### config.mk
export PLATFORM = sky130hd
export DESIGN_NAME = float_to_double
export DESIGN_NICKNAME = d
export VERILOG_FILES = /design/src/rtl/float_to_double.sv
export SDC_FILE = /design/constraint.sdc
export NUM_CORES = 1
export LEC_CHECK = 0
export ABC_AREA = 1
export BUFFER_PORTS_ARGS = -buffer_cell sky130_fd_sc_hd__buf_2
export CORE_ASPECT_RATIO = 0.6
export CORE_MARGIN = 2
export CORE_UTILIZATION = 44
export CTS_CLUSTER_SIZE = 40
export DETAILED_ROUTE_END_ITERATION = 10
export GPL_TIMING_DRIVEN = 0
export PLACE_DENSITY = 0.67
export SYNTH_ARGS = -nofsm -noshare
export SYNTH_HDL_FRONTEND = slang
export SYNTH_SLANG_ARGS = --single-unit
### constraint.sdc
create_clock -name clk -period 7.15 [get_ports clk]
set_input_delay 1.43 -clock clk [delete_from_list [all_inputs] [get_ports clk]]
set_output_delay 1.43 -clock clk [all_outputs]
set_load 0.05 [all_outputs]
### src/rtl/float_to_double.sv
// IEEE 754 single-to-double widening converter with a start/done handshake.
// Subnormal singles are normalised one bit per cycle; all other classes take two cycles.
module float_to_double (
    input  logic        clk,
    input  logic        reset,
    input  logic        start,
    input  logic [31:0] float,
    output logic [63:0] double,
    output logic        done,
    output logic        busy,
    output logic        nan_exception
);

    typedef enum logic [1:0] {IDLE, CLASSIFY, NORMALIZE} state_t;

    state_t      state, state_next;
    logic        sign, sign_next;
    logic [7:0]  exp_f, exp_f_next;
    logic [22:0] man, man_next;
    logic [22:0] w, w_next;
    logic [4:0]  k, k_next;
    logic [63:0] double_next;
    logic        done_next;
    logic        nan_next;

    // Rebias 127 -> 1023; an 8-bit exponent plus 896 always fits in 11 bits.
    function automatic logic [63:0] pack_normal(input logic s, input logic [7:0] e,
                                                input logic [22:0] m);
        return {s, {3'b000, e} + 11'd896, m, 29'b0};
    endfunction

    function automatic logic [63:0] pack_nan(input logic s, input logic [22:0] m);
        return {s, 11'h7FF, 1'b1, m[21:0], 29'b0};
    endfunction

    // Called on the final shift: w[22] is the hidden one about to leave the field.
    function automatic logic [63:0] pack_subnormal(input logic s, input logic [4:0] cnt,
                                                   input logic [22:0] wr);
        return {s, 11'd896 - {6'b000000, cnt}, wr[21:0], 1'b0, 29'b0};
    endfunction

    always_comb begin
        state_next  = state;
        sign_next   = sign;
        exp_f_next  = exp_f;
        man_next    = man;
        w_next      = w;
        k_next      = k;
        double_next = double;
        done_next   = 1'b0;
        nan_next    = nan_exception;

        case (state)
            IDLE: begin
                if (start) begin
                    sign_next  = float[31];
                    exp_f_next = float[30:23];
                    man_next   = float[22:0];
                    w_next     = float[22:0];
                    k_next     = 5'd0;
                    nan_next   = 1'b0;
                    state_next = CLASSIFY;
                end
            end

            CLASSIFY: begin
                state_next = IDLE;
                done_next  = 1'b1;
                if (exp_f == 8'd0 && man == 23'd0) begin
                    double_next = {sign, 63'b0};
                end else if (exp_f == 8'hFF && man == 23'd0) begin
                    double_next = {sign, 11'h7FF, 52'b0};
                end else if (exp_f == 8'hFF) begin
                    double_next = pack_nan(sign, man);
                    nan_next    = ~man[22];
                end else if (exp_f == 8'd0) begin
                    state_next = NORMALIZE;
                    done_next  = 1'b0;
                end else begin
                    double_next = pack_normal(sign, exp_f, man);
                end
            end

            NORMALIZE: begin
                w_next = w << 1;
                k_next = k + 5'd1;
                if (w[22]) begin
                    double_next = pack_subnormal(sign, k, w);
                    done_next   = 1'b1;
                    state_next  = IDLE;
                end
            end

            default: state_next = IDLE;
        endcase
    end

    always_ff @(posedge clk or posedge reset) begin
        if (reset) begin
            state         <= IDLE;
            sign          <= 1'b0;
            exp_f         <= 8'd0;
            man           <= 23'd0;
            w             <= 23'd0;
            k             <= 5'd0;
            double        <= 64'd0;
            done          <= 1'b0;
            nan_exception <= 1'b0;
        end else begin
            state         <= state_next;
            sign          <= sign_next;
            exp_f         <= exp_f_next;
            man           <= man_next;
            w             <= w_next;
            k             <= k_next;
            double        <= double_next;
            done          <= done_next;
            nan_exception <= nan_next;
        end
    end

    assign busy = (state != IDLE);

endmodule

==> results of run 1 <==
-- cell type report --
class                   instances  area, um^2
clock buffers                  10         229
plain buffers                  57         379
clock inverters                 6        57.6
flip-flops and latches         98        2450
multi-input cells             416        1950
inverters                      24        92.6
repair buffers                 73         388
well taps                     139         174
fillers                       993        4840
-- cell families (layout without fill, tap and decap cells) --
logic type / after synthesis / after routing / synth area share, %
other: 1 / 29 / 0.0787
buffers and inverters: 81 / 170 / 9.85
AND/OR/NAND/NOR: 281 / 281 / 23.3
AO/OA/AOI/OAI: 100 / 100 / 13.8
flip-flops: 98 / 98 / 51.5
adder cells (fa/ha/maj): 5 / 5 / 1.31
XOR/XNOR: 1 / 1 / 0.184
-- cell usage after synthesis, types with 2 or more instances --
cell type	n	area, um^2
nand3_1	6	30.0
buf_4	30	225
nand3_2	2	20.0
nor2_2	3	18.8
nand4_1	3	18.8
o21ai_0	14	70.1
a31oi_1	22	138
a21oi_1	5	25.0
nor3_1	4	20.0
nand2_1	217	815
a22oi_1	2	15.0
buf_2	12	60.1
inv_2	3	11.3
dfrtp_1	98	2450
inv_1	21	78.8
ha_1	5	62.6
clkbuf_1	9	33.8
nor2_1	43	161
o21ai_2	14	123
a21boi_0	23	173
o21ai_1	16	80.1
o22ai_1	2	12.5
buf_6	5	56.3
-- worst paths after layout --
path	end	slack (ps)	depth (start not counted)
worst max register to register	double[61]	5200	9
worst max-delay path	busy	4220	4
worst min register to register	double[41]	480	2
min in group asynchronous	double[45]	1060	2
max in group asynchronous	double[31]	5400	3
worst min-delay path	double[41]	480	2
-- routing by layer --
metal	vias up	track usage, %	routed length [um]
met3	10	4.73	734
li1	1987	-	-
met4	0	5.19	91
met2	121	32.0	5210
met5	-	0	0
met1	1954	31.4	5920
-- registers in the layout, summed over array words and instances (netlist names) --
signal / count
exp_f: 8
k: 5
double: 34
sign: 1
state: 2
done: 1
nan_exception: 1
w: 23
man: 23
-- report_power, final --
group / internal (mW) / switching, mW / total [mW]
clock network: 0.269 / 0.202 / 0.470
registers: 0.804 / 0.162 / 0.966
logic: 0.360 / 0.892 / 1.25
total: 1.43 / 1.26 / 2.69
-- through the flow --
step	hold WS, ps	worst slack [ps]	power [mW]	instances
floorplan	453	3160	1.90	595
global route	506	4120	2.87	823
finish	478	4220	2.69	823
detailed placement	465	4410	2.22	807
global placement	468	2090	2.19	806
CTS	481	4220	2.70	823
-- worst register-to-register path, cell delays in order, from the launching register on --
cell     delay (ps)
dfrtp_1         370
inv_1            70
ha_1            200
buf_2           180
inv_2            80
buf_2           220
buf_1           440
nand2_1         130
nand2_1          90
nand2_1          50
==> out/qor.txt, run 1 <==
Rows: 29
drt total wl: 12.0 mm
worst skew pair latency: 340 ps
gr usage total: 21.2%
Leak: 2.97 nW
Synth Register Bits: 98
routed len/inst: 14.5 um
number of synthesized flops with an enable pin: 0
fraction of layout cells with a size suffix above 1: 23.5%
area delta synth->final: 20.1%
largest net degree at the start of global routing: 74
most frequent CP cell: inv_1
pwr/cell area: 470 nW/um^2
Hold WC Path Type: flop to flop
Fin. Hold Viols: 0
final setup violation count: 0
Yosys cell types: 31
Antenna Violating Nets Remaining: 0
CTS tree: yes
first-pass GRT wire length: 19.6 mm
setup TNS: 0 ps
Worst setup EP type: primary output
# diodes: 0
crit path kind: flop to primary output
initial antenna violation count: 0
Post-Syn Area: 4760 um^2
CP delay by family, top: buffers and inverters
Slew Viols, Final: 0
TritonCTS Sinks: 98
CTS H-tree lvls: 3
fin crit period: 2930 ps
post-DP HPWL: 8.85 mm
vias in the first global route: 3817
utilization after layout: 54.2%
most common library cell in the layout ignoring fill and taps: nand2_1
initial core utilization: 45.1%
CTS buffer count: 9
post-cts sizing count: 0
Critical R2R Launch: state[0]
gp weighted congestion: 0.887
fin crit share: 40.9%
core footprint: 10600 um^2
hold-fix buffers at CTS: 0
drt drc: 0
die width: 138 um
critical-path cell list: inv_1 > ha_1 > inv_1 > buf_2
Max Cap Viol: 0
Most used DFF post-synth: dfrtp_1
Die Y-Extent: 84.6 um
Max Freq: 342 MHz
Synth warnings: 0
initial DRC count: 231
Root Buffer Master: clkbuf_16
most frequent cells in the layout: 217 x nand2_1, 98 x dfrtp_1, 84 x buf_2
Cell Area, Placed: 5430 um^2
Post-CTS Setup Bufs: 0
I/O pins: 102
maximum buffer depth of the clock tree: 2
die area: 11700 um^2
DRT Pass-1 Iters: 4
Critical Path Start: state[0]
Synth Instances: 567
DR vias/cell: 4.95
Final Skew: 5.23 ps
post-route cell area: 5720 um^2
startpoint types: flop
Slowest cell on crit path: dfrtp_1
critical path arrival: 1500 ps
Worst-Margin Slew: 632 ps
clock-pin slew on the worst setup and hold paths: 60 ps
hold_sp: double[41]
Worst EP required: 5720 ps
Buf+Inv Stages, Crit Path: 3
outcome: completed
Post-Syn Area per Cell: 8.40 um^2
Synth async-reset ratio: 100%
Port Buffers: 72
RSZ-0062 raised after global routing: no
Vias: 4072
Nets: 719
Slew headroom: 57.9%
GR Overflow Total: 0
register area share after synthesis: 51.5%
max incr delay on CP: 370 ps
VDD IR-drop max: 0.000284 V
crit-path max FO: 6
Power figures use the tool's default switching activity.
==> run 2, diff against run 1 <==
==> constraint.sdc (replaced) <==
create_clock -name clk -period 3.1 [get_ports clk]
set_input_delay 0.62 -clock clk [delete_from_list [all_inputs] [get_ports clk]]
set_output_delay 0.62 -clock clk [all_outputs]
set_load 0.05 [all_outputs]
==> run 2 against run 1 <==
  * Die area did not move
  * Clock skew increased by 3.3 ps
  * Wire length is 0.69% higher
  * Non-clock buffer count up 1
  * First-iteration DRC count grew 29%
  * Sequential power grew 130%
  * Global-route usage up 0.33 points
  * Count of clock-buffer cells in the layout rose by 1
  * Register-to-register slack lost 4100 ps
  * Worst hold slack got worse by 100 ps
  * Critical endpoint unchanged
  * Largest power group unchanged
==> out/qor.txt, run 2 (same netlist as run 1, synthesis figures left out) <==
initial core utilization: 45.1% (unchanged)
CP delay by family, top: buffers and inverters
Port Buffers: 72 (unchanged)
fin crit period: 2150 ps
CTS tree: yes
worst skew pair latency: 350 ps (about the same)
gr usage total: 21.6% (+0.33 points)
Die Y-Extent: 84.6 um (unchanged)
Root Buffer Master: clkbuf_16
critical path arrival: 1530 ps (+30 ps)
Worst setup EP type: primary output
vias in the first global route: 3871 (+1.4%)
RSZ-0062 raised after global routing: no
largest net degree at the start of global routing: 44 (-41%)
area delta synth->final: 20.7%
met2 wire len: 5.24 mm (+0.56%)
GR Overflow Total: 0 (unchanged)
Post-CTS Setup Bufs: 0 (unchanged)
number of flip-flops in the largest register: 34 (unchanged)
Leak: 2.98 nW (+0.37%)
Vias: 4117 (+1.1%)
pwr/cell area: 1090 nW/um^2 (+130%)
CTS H-tree lvls: 3 (unchanged)
drt total wl: 12.0 mm (+0.69%)
post-DP HPWL: 8.87 mm (+0.27%)
DR vias/cell: 5.00 (+0.98%)
crit-path max FO: 6 (unchanged)
critical-path cell list: inv_1 > ha_1 > inv_1 > buf_2
die area: 11700 um^2 (unchanged)
WL met3: 750 um (+2.2%)
Hold WC Path Type: input port to asynchronous set/reset pin
outcome: completed
Final WS setup: 952 ps (-3270 ps)
Antenna Violating Nets Remaining: 0 (unchanged)
Slew headroom: 52.6% (-5.2 points)
routed len/inst: 14.6 um (+0.56%)
TritonCTS Sinks: 98 (unchanged)
initial DRC count: 299 (+29%)
Top Registers: double x34, man x23, w x23
gp weighted congestion: 0.876 (-1.3%)
most frequent CP cell: inv_1
Worst EP required: 2480 ps (-3240 ps)
startpoint types: flop
I/O pins: 102 (unchanged)
DR top layer: met4
core footprint: 10600 um^2 (unchanged)
Slew Viols, Final: 0 (unchanged)
Fin. Hold Viols: 0 (unchanged)
CTS buffer count: 9 (unchanged)
most common library cell in the layout ignoring fill and taps: nand2_1
post-cts sizing count: 0 (unchanged)
die width: 138 um (unchanged)
Buf+Inv Stages, Crit Path: 3 (unchanged)
Worst-Margin Slew: 709 ps (+77.1 ps)
most frequent cells in the layout: 217 x nand2_1, 98 x dfrtp_1, 84 x buf_2
fin crit share: 69.3%
Max Cap Viol: 0 (unchanged)
initial antenna violation count: 0 (unchanged)
Final Skew: 8.58 ps (+3.35 ps)
max incr delay on CP: 390 ps (+20 ps)
DRT Pass-1 Iters: 4 (unchanged)
drt drc: 0 (unchanged)
VDD IR-drop max: 0.000647 V (+130%)
Rows: 29 (unchanged)
clock-pin slew on the worst setup and hold paths: 70 ps (about the same)
pre-CTS setup slack: 1160 ps (-3250 ps)
setup TNS: 0 ps (unchanged)
worst hold margin: 378 ps (-100 ps)
Slowest cell on crit path: dfrtp_1
# diodes: 0 (unchanged)
hold-fix buffers at CTS: 0 (unchanged)
Biggest register: double
crit path kind: flop to primary output
final setup violation count: 0 (unchanged)
WL met1: 5.94 mm (+0.35%)
maximum buffer depth of the clock tree: 2 (unchanged)
first-pass GRT wire length: 19.8 mm (+1.1%)
Nets: 720 (+0.14%)
fraction of layout cells with a size suffix above 1: 23.8% (+0.26 points)
Max Freq: 465 MHz
==> run 2: path summary, 6_finish.rpt <==
kind	end	cells after the start	slack (ps)	startpoint
max in group asynchronous	exp_f[5]	3	2080	reset
hold / removal	double[38]	2	380	reset
setup reg to reg	double[61]	9	1110	state[0]
setup / recovery	busy	4	950	state[1]
hold reg to reg	double[41]	2	480	double[41]
min in group clk	exp_f[1]	3	470	float[24]
==> run 2: stage by stage <==
step | instances | utilization (%) | area (um^2) | power [mW]
after floorplan | 595 | - | 4870 | 4.39
after global placement | 806 | 51.2 | 5410 | 5.05
after detailed placement | 808 | 51.6 | 5450 | 5.13
after CTS | 824 | 54.5 | 5750 | 6.28
after global routing | 824 | 54.5 | 5750 | 6.68
final | 824 | 54.5 | 5750 | 6.25
==> run 2: metal layers <==
metal | vias to the layer above | GRT usage (%)
met5 | - | 0
met4 | 0 | 5.66
li1 | 1989 | -
met2 | 128 | 31.6
met1 | 1991 | 32.0
met3 | 9 | 5.53
==> run 2: area by class of cell <==
| cell class | count | area [um^2] |
|---|---|---|
| Buffer | 57 | 379 |
| Clock buffer | 11 | 253 |
| Clock inverter | 5 | 52.6 |
| Fill cell | 998 | 4810 |
| Inverter | 24 | 93.8 |
| Multi-Input combinational cell | 416 | 1950 |
| Sequential cell | 98 | 2450 |
| Tap cell | 139 | 174 |
| Timing Repair Buffer | 74 | 400 |
==> run 2: power breakdown <==
group	switching, mW	internal [mW]	total, mW
Sequential	0.365	1.85	2.22
Clock	0.470	0.665	1.14
Combinational	2.07	0.834	2.90
